==> src/rtl/aes_decrypt_iter.sv <==
`default_nettype none
// ============================================================================
// Module      : aes_decrypt_iter (with leaf aes_inv_sbox)
// Description : Iterative AES-128 inverse cipher. One inverse round per
//               clock, start/busy/done handshake, 11 round keys supplied on
//               a 1408-bit bus by the shared key-expansion block.
//               Optional macro AES_DEC_KEY_LATCH_EN: when defined, the round
//               key bus is captured at the start edge so the key source may
//               change while a block is in flight. When undefined, the
//               datapath reads round_keys directly on every cycle.
// Revision    : 1.0 - initial release
// ============================================================================

// Leaf inverse S-box: a 256-entry constant table indexed by the input byte.
module aes_inv_sbox (
  input  logic [7:0] in_byte,
  output logic [7:0] out_byte
);

  // Row n of the table holds InvSbox[16n .. 16n+15], first entry leftmost.
  localparam logic [0:2047] INV_SBOX = {
    128'h52096ad53036a538bf40a39e81f3d7fb,
    128'h7ce339829b2fff87348e4344c4dee9cb,
    128'h547b9432a6c2233dee4c950b42fac34e,
    128'h082ea16628d924b2765ba2496d8bd125,
    128'h72f8f66486689816d4a45ccc5d65b692,
    128'h6c704850fdedb9da5e154657a78d9d84,
    128'h90d8ab008cbcd30af7e45805b8b34506,
    128'hd02c1e8fca3f0f02c1afbd0301138a6b,
    128'h3a9111414f67dcea97f2cfcef0b4e673,
    128'h96ac7422e7ad3585e2f937e81c75df6e,
    128'h47f11a711d29c5896fb7620eaa18be1b,
    128'hfc563e4bc6d279209adbc0fe78cd5af4,
    128'h1fdda8338807c731b11210592780ec5f,
    128'h60517fa919b54a0d2de57a9f93c99cef,
    128'ha0e03b4dae2af5b0c8ebbb3c83539961,
    128'h172b047eba77d626e169146355210c7d
  };

  assign out_byte = INV_SBOX[{in_byte, 3'b000} +: 8];

endmodule

module aes_decrypt_iter #(
  parameter int ROUNDS = 10
) (
  input  logic                        clk,
  input  logic                        reset,
  input  logic                        start,
  input  logic [0:127]                ciphertext,
  input  logic [0:128*(ROUNDS+1)-1]   round_keys,
  output logic [0:127]                plaintext,
  output logic                        busy,
  output logic                        done
);

  localparam int KEY_BITS = 128 * (ROUNDS + 1);

  typedef enum logic [1:0] {
    ST_IDLE  = 2'd0,
    ST_ROUND = 2'd1,
    ST_FINAL = 2'd2
  } fsm_e;

  fsm_e         fsm_q,  fsm_d;
  logic [0:127] blk_q,  blk_d;   // working AES state
  logic [3:0]   cnt_q,  cnt_d;   // index of the round key used next
  logic [0:127] pt_q,   pt_d;
  logic         busy_q, busy_d;
  logic         done_q, done_d;

  // --------------------------------------------------------------------------
  // Round key source
  // --------------------------------------------------------------------------
  logic [0:KEY_BITS-1] key_src;

`ifdef AES_DEC_KEY_LATCH_EN
  logic [0:KEY_BITS-1] key_q, key_d;

  // Take a private copy of the whole key schedule when a block is accepted.
  always_comb begin
    key_d = key_q;
    if (fsm_q == ST_IDLE && start) begin
      key_d = round_keys;
    end
  end

  // Key copy register; holds until the next accepted start.
  always_ff @(posedge clk or negedge reset) begin
    if (!reset) begin
      key_q <= '0;
    end else begin
      key_q <= key_d;
    end
  end

  assign key_src = key_q;
`else
  assign key_src = round_keys;
`endif

  // Split the key bus into 16 slots so a 4-bit counter can address it
  // directly; slots beyond the last round key are tied to zero.
  logic [0:127] rk_word [0:15];
  logic [0:127] rk_cur;

  for (genvar i = 0; i < 16; i++) begin : g_rk
    if (i <= ROUNDS) begin : g_used
      assign rk_word[i] = key_src[128*i +: 128];
    end else begin : g_unused
      assign rk_word[i] = '0;
    end
  end

  assign rk_cur = rk_word[cnt_q];

  // --------------------------------------------------------------------------
  // Inverse round datapath
  // --------------------------------------------------------------------------
  function automatic logic [7:0] xtime(input logic [7:0] b);
    return {b[6:0], 1'b0} ^ (8'h1b & {8{b[7]}});
  endfunction

  // One output byte of InvMixColumns: 0e*a ^ 0b*b ^ 0d*c ^ 09*d, built from
  // the x2/x4/x8 xtime chain of each operand.
  function automatic logic [7:0] inv_mix_byte(input logic [7:0] a,
                                              input logic [7:0] b,
                                              input logic [7:0] c,
                                              input logic [7:0] d);
    logic [7:0] a2, a4, a8, b2, b4, b8, c2, c4, c8, d2, d4, d8;
    a2 = xtime(a);  a4 = xtime(a2); a8 = xtime(a4);
    b2 = xtime(b);  b4 = xtime(b2); b8 = xtime(b4);
    c2 = xtime(c);  c4 = xtime(c2); c8 = xtime(c4);
    d2 = xtime(d);  d4 = xtime(d2); d8 = xtime(d4);
    return (a8 ^ a4 ^ a2) ^ (b8 ^ b2 ^ b) ^ (c8 ^ c4 ^ c) ^ (d8 ^ d);
  endfunction

  logic [7:0]   isr_b [0:15];  // after InvShiftRows
  logic [7:0]   isb_b [0:15];  // after InvSubBytes
  logic [7:0]   ark_b [0:15];  // after AddRoundKey
  logic [7:0]   imc_b [0:15];  // after InvMixColumns
  logic [0:127] round_out;
  logic [0:127] final_out;

  for (genvar k = 0; k < 16; k++) begin : g_byte
    // Byte k sits at row k%4, column k/4; row r rotates right by r, so the
    // byte landing in column c comes from column (c - r) mod 4.
    localparam int R   = k % 4;
    localparam int C   = k / 4;
    localparam int SRC = R + 4 * ((C - R + 4) % 4);

    assign isr_b[k] = blk_q[8*SRC +: 8];

    aes_inv_sbox u_inv_sbox (
      .in_byte  (isr_b[k]),
      .out_byte (isb_b[k])
    );

    assign ark_b[k]              = isb_b[k] ^ rk_cur[8*k +: 8];
    assign final_out[8*k +: 8]   = ark_b[k];
    assign round_out[8*k +: 8]   = imc_b[k];
  end

  for (genvar c = 0; c < 4; c++) begin : g_col
    for (genvar i = 0; i < 4; i++) begin : g_row
      assign imc_b[4*c+i] = inv_mix_byte(ark_b[4*c + i],
                                         ark_b[4*c + (i+1)%4],
                                         ark_b[4*c + (i+2)%4],
                                         ark_b[4*c + (i+3)%4]);
    end
  end

  // --------------------------------------------------------------------------
  // Control
  // --------------------------------------------------------------------------

  // Next-state logic: load on start, nine full inverse rounds, one final.
  always_comb begin
    fsm_d  = fsm_q;
    blk_d  = blk_q;
    cnt_d  = cnt_q;
    pt_d   = pt_q;
    busy_d = busy_q;
    done_d = 1'b0;
    unique case (fsm_q)
      ST_IDLE: begin
        if (start) begin
          blk_d  = ciphertext ^ round_keys[128*ROUNDS +: 128];
          cnt_d  = 4'(ROUNDS - 1);
          busy_d = 1'b1;
          fsm_d  = ST_ROUND;
        end
      end
      ST_ROUND: begin
        blk_d = round_out;
        cnt_d = cnt_q - 4'd1;
        if (cnt_q == 4'd1) begin
          fsm_d = ST_FINAL;
        end
      end
      ST_FINAL: begin
        pt_d   = final_out;
        done_d = 1'b1;
        busy_d = 1'b0;
        fsm_d  = ST_IDLE;
      end
      default: begin
        fsm_d  = ST_IDLE;
        busy_d = 1'b0;
      end
    endcase
  end

  // State and registered outputs; reset aborts any block without a done.
  always_ff @(posedge clk or negedge reset) begin
    if (!reset) begin
      fsm_q  <= ST_IDLE;
      blk_q  <= '0;
      cnt_q  <= '0;
      pt_q   <= '0;
      busy_q <= 1'b0;
      done_q <= 1'b0;
    end else begin
      fsm_q  <= fsm_d;
      blk_q  <= blk_d;
      cnt_q  <= cnt_d;
      pt_q   <= pt_d;
      busy_q <= busy_d;
      done_q <= done_d;
    end
  end

  assign plaintext = pt_q;
  assign busy      = busy_q;
  assign done      = done_q;

endmodule
`default_nettype wire
==> config.mk <==
export PLATFORM = sky130hd
export DESIGN_NAME = aes_decrypt_iter
export DESIGN_NICKNAME = d
export VERILOG_FILES = /design/src/rtl/aes_decrypt_iter.sv
export SDC_FILE = /design/constraint.sdc
export NUM_CORES = 2
export LEC_CHECK = 0
export BUFFER_PORTS_ARGS = -buffer_cell sky130_fd_sc_hd__clkbuf_2
export CORE_AREA = 4 4 640 642
export CTS_CLUSTER_SIZE = 8
export DETAILED_ROUTE_END_ITERATION = 7
export DIE_AREA = 0 0 644 646
export GPL_ROUTABILITY_DRIVEN = 1
export PLACE_DENSITY = 0.49
export SYNTH_ARGS = -nofsm -noshare
export SYNTH_HDL_FRONTEND = slang
export SYNTH_SLANG_ARGS = --single-unit
==> constraint.sdc <==
create_clock -name clk -period 7.05 [get_ports clk]
set_clock_uncertainty 0.2 [all_clocks]
set_input_delay 0.3525 -clock clk [delete_from_list [all_inputs] [get_ports clk]]
set_output_delay 0.3525 -clock clk [all_outputs]
set_load 0.02 [all_outputs]
==> run summary <==
asr flop ratio synth: 100%
worst-path fanout max: 14
crit path max-delay cell type: ha_1
CP most frequent cell: xor2_1
Max Cap Viol: 1
Hold Path End: blk_q[35]$_DFFE_PN0P_
Clk pin slew, worst setup/hold paths: 0.06 ns
Largest stage delay, worst path: 0.65 ns
antenna violations before repair: 469
CTS buffer count: 47
number of distinct library cells after synthesis: 108
setup TNS: 0 ns
Yosys top cell area share: 10.3%
CTS tree: yes
Setup CP Type: register to register
Synth top cells by count: 946 x nand2_1, 851 x o21ai_0, 834 x a21oi_1
CP arrival: 6.77 ns
Max Fclk: 157 MHz
Worst Reg2Reg Path Length in Cells: 16
first-pass GRT wire length: 1090 mm
Gates resized, CTS repair: 0
die height: 646 um
drt pass-1 iters: 7
EDFF count, synth: 0
hold crit path type: primary input to register
top post-synthesis cells by area: mux4_2 10%, dfrtp_1 7.6%, xnor2_1 5.9%
Mapped Area: 86900 um^2
fraction of layout cells with a size suffix above 1: 26.1%
fin crit share: 90.6%
Detailed Route WL: 851 mm
Die Footprint: 416000 um^2
Clock Latency Late Sink: 0.77 ns
top-count cell post-synth: nand2_1
CP Cell Sequence: inv_1 > ha_1 > nor2b_1 > nor3_1 > o31ai_1 > a211oi_1 > o311ai_1 > buf_4 > xor2_2 > xor2_1 > xnor3_1 > xor2_1 > xor2_1 > xor2_1 > buf_4 > o221ai_1
fin util: 26.3%
initial drt markers: 20500
CTS max path bufs: 3
worst hold stages: 4
RR Startpoint: blk_q[54]$_DFFE_PN0P_
Starting Density: 21.5%
number of global-route vias before repair: 105000
Avg Vias per Cell: 6.23
# IOs: 1669
Post-DRT Antenna Nets: 0
Mapped Nets: 13400
row cnt: 234
I/O Buffers: 1668
Die X: 644 um
CP required: 7.44 ns
crit start category: register
R2R Path End: blk_q[109]$_DFFE_PN0P_
max-slew violation count: 2
register area share after synthesis: 7.60%
Final Setup Violations: 0
clk sinks: 264
nets@finish: 14600
vias after detailed routing: 117000
final hold vios: 0
Post-DP HPWL: 696 mm
Yosys reg bits: 264
CTS root buf: clkbuf_16
synthesized area per cell: 7.46 um^2
Synth area leader: mux4_2
reg2reg setup slack: 0.67 ns
Yosys warning count: 0
H-Tree Level Count: 2
setup bufs post-CTS: 0
Tightest Pin Transition: 1.64 ns
ys flop type: dfrtp_1
RSZ-0062 raised after global routing: false
largest net degree at the start of global routing: 121
Crit. End Element: register
RD Place Congestion: 1.05
routed len/inst: 45.3 um
Slew headroom: -9.51%
HP Start: round_keys[1315]
GRT overflow: 0
failing checks: max-capacitance violations, max-slew violations
GRT Overall Usage: 38.6%
DRC viols: 0
status: complete, but fails checks
cell count after synthesis: 11600
area growth from synthesis to layout: 22.4%
core box area: 405000 um^2
min cycle time layout: 6.38 ns
-- state kept, by name, summed over array words and instances, names as in the netlist --
| name | flops |
|---|---|
| cnt_q | 4 |
| blk_q | 128 |
| done | 1 |
| busy | 1 |
| fsm_q | 2 |
| plaintext | 128 |
-- worst max-delay path: cells and delay by family, from the launching register on --
family / cells / cell delay [ns]
buffers and inverters: 3 / 0.55
AO/OA/AOI/OAI: 4 / 1.11
adder cells (fa/ha/maj): 1 / 0.65
XOR/XNOR: 6 / 2.45
AND/OR/NAND/NOR: 2 / 0.73
flip-flops: 1 / 0.57
-- layout by cell type, fill, tap and decap left out, drive strengths merged, types with 324 or more instances in the layout --
cell type / Yosys / layout
clkbuf: 766 / 1741
nand2: 946 / 946
o21ai: 870 / 870
a21oi: 835 / 835
buf: 613 / 798
nor2: 760 / 760
xnor2: 613 / 613
diode: 0 / 462
mux4: 396 / 396
nand2b: 346 / 346
nor3: 326 / 326
xor2: 324 / 324
-- worst max path at each step --
stage,from,endpoint,slack (ns),depth (start not counted)
final,blk_q[54]$_DFFE_PN0P_,blk_q[109]$_DFFE_PN0P_,0.67,16
after detailed placement,blk_q[54]$_DFFE_PN0P_,blk_q[109]$_DFFE_PN0P_,0.81,16
after global placement,blk_q[103]$_DFFE_PN0P_,blk_q[109]$_DFFE_PN0P_,0.85,14
after global routing,blk_q[54]$_DFFE_PN0P_,blk_q[109]$_DFFE_PN0P_,0.49,17
after floorplan,blk_q[70]$_DFFE_PN0P_,blk_q[84]$_DFFE_PN0P_,1.91,16
after CTS,blk_q[54]$_DFFE_PN0P_,blk_q[109]$_DFFE_PN0P_,0.78,17
-- timing repair --
item                                    4_1_cts  5_1_grt
endpoints found under the hold margin       104        0
hold buffers                                 82        0
endpoints found under the setup margin        0        0
-- routing by layer --
metal  share of wire, %  up-vias  routed length [um]  track usage, %
met5               0.16        -                1360           0.297
met4                9.8      204               83400            30.7
met3                 14     2055              117000            16.3
met2                 39     9745              332000            52.8
met1                 37    57700              318000            46.9
li1                   -    47300                   -               -
-- per-stage QoR --
stage / area, um^2 / hold slack (ns) / std cells / setup slack [ns]
after global routing: 106000 / 0.0291 / 18600 / 0.492
after floorplan: 86900 / -0.143 / 11600 / 1.91
final: 106000 / 0.00951 / 18800 / 0.666
after global placement: 103000 / 0.170 / 18200 / 0.850
after detailed placement: 103000 / 0.170 / 18200 / 0.809
after CTS: 105000 / 0.000476 / 18300 / 0.782
-- layout make-up --
cell class / instances / area [um^2]
Timing Repair Buffer: 2547 / 15700
Antenna cell: 462 / 1160
Tap cell: 5428 / 6790
Fill cell: 45300 / 298000
Sequential cell: 264 / 6730
Multi-Input combinational cell: 9800 / 73600
Inverter: 204 / 778
Clock inverter: 12 / 230
Clock buffer: 74 / 1420
-- logic make-up (layout without fill, tap and decap cells) --
kind of cell / count (synthesis) / in the layout / synth area share [%]
AOI/OAI and AO/OA: 4165 / 4165 / 33.2
xor gates and xnor gates: 1059 / 1059 / 12.9
adders and majority gates: 245 / 245 / 3.53
buffers and inverters: 1583 / 2837 / 7.89
DFF: 264 / 264 / 7.60
muxes: 736 / 736 / 14.4
other: 0 / 462 / 0
and+or+nand+nor: 3595 / 3595 / 20.5
Power is not shown: default switching activity piles up to over one toggle a cycle in this logic, so the estimate is an artifact.
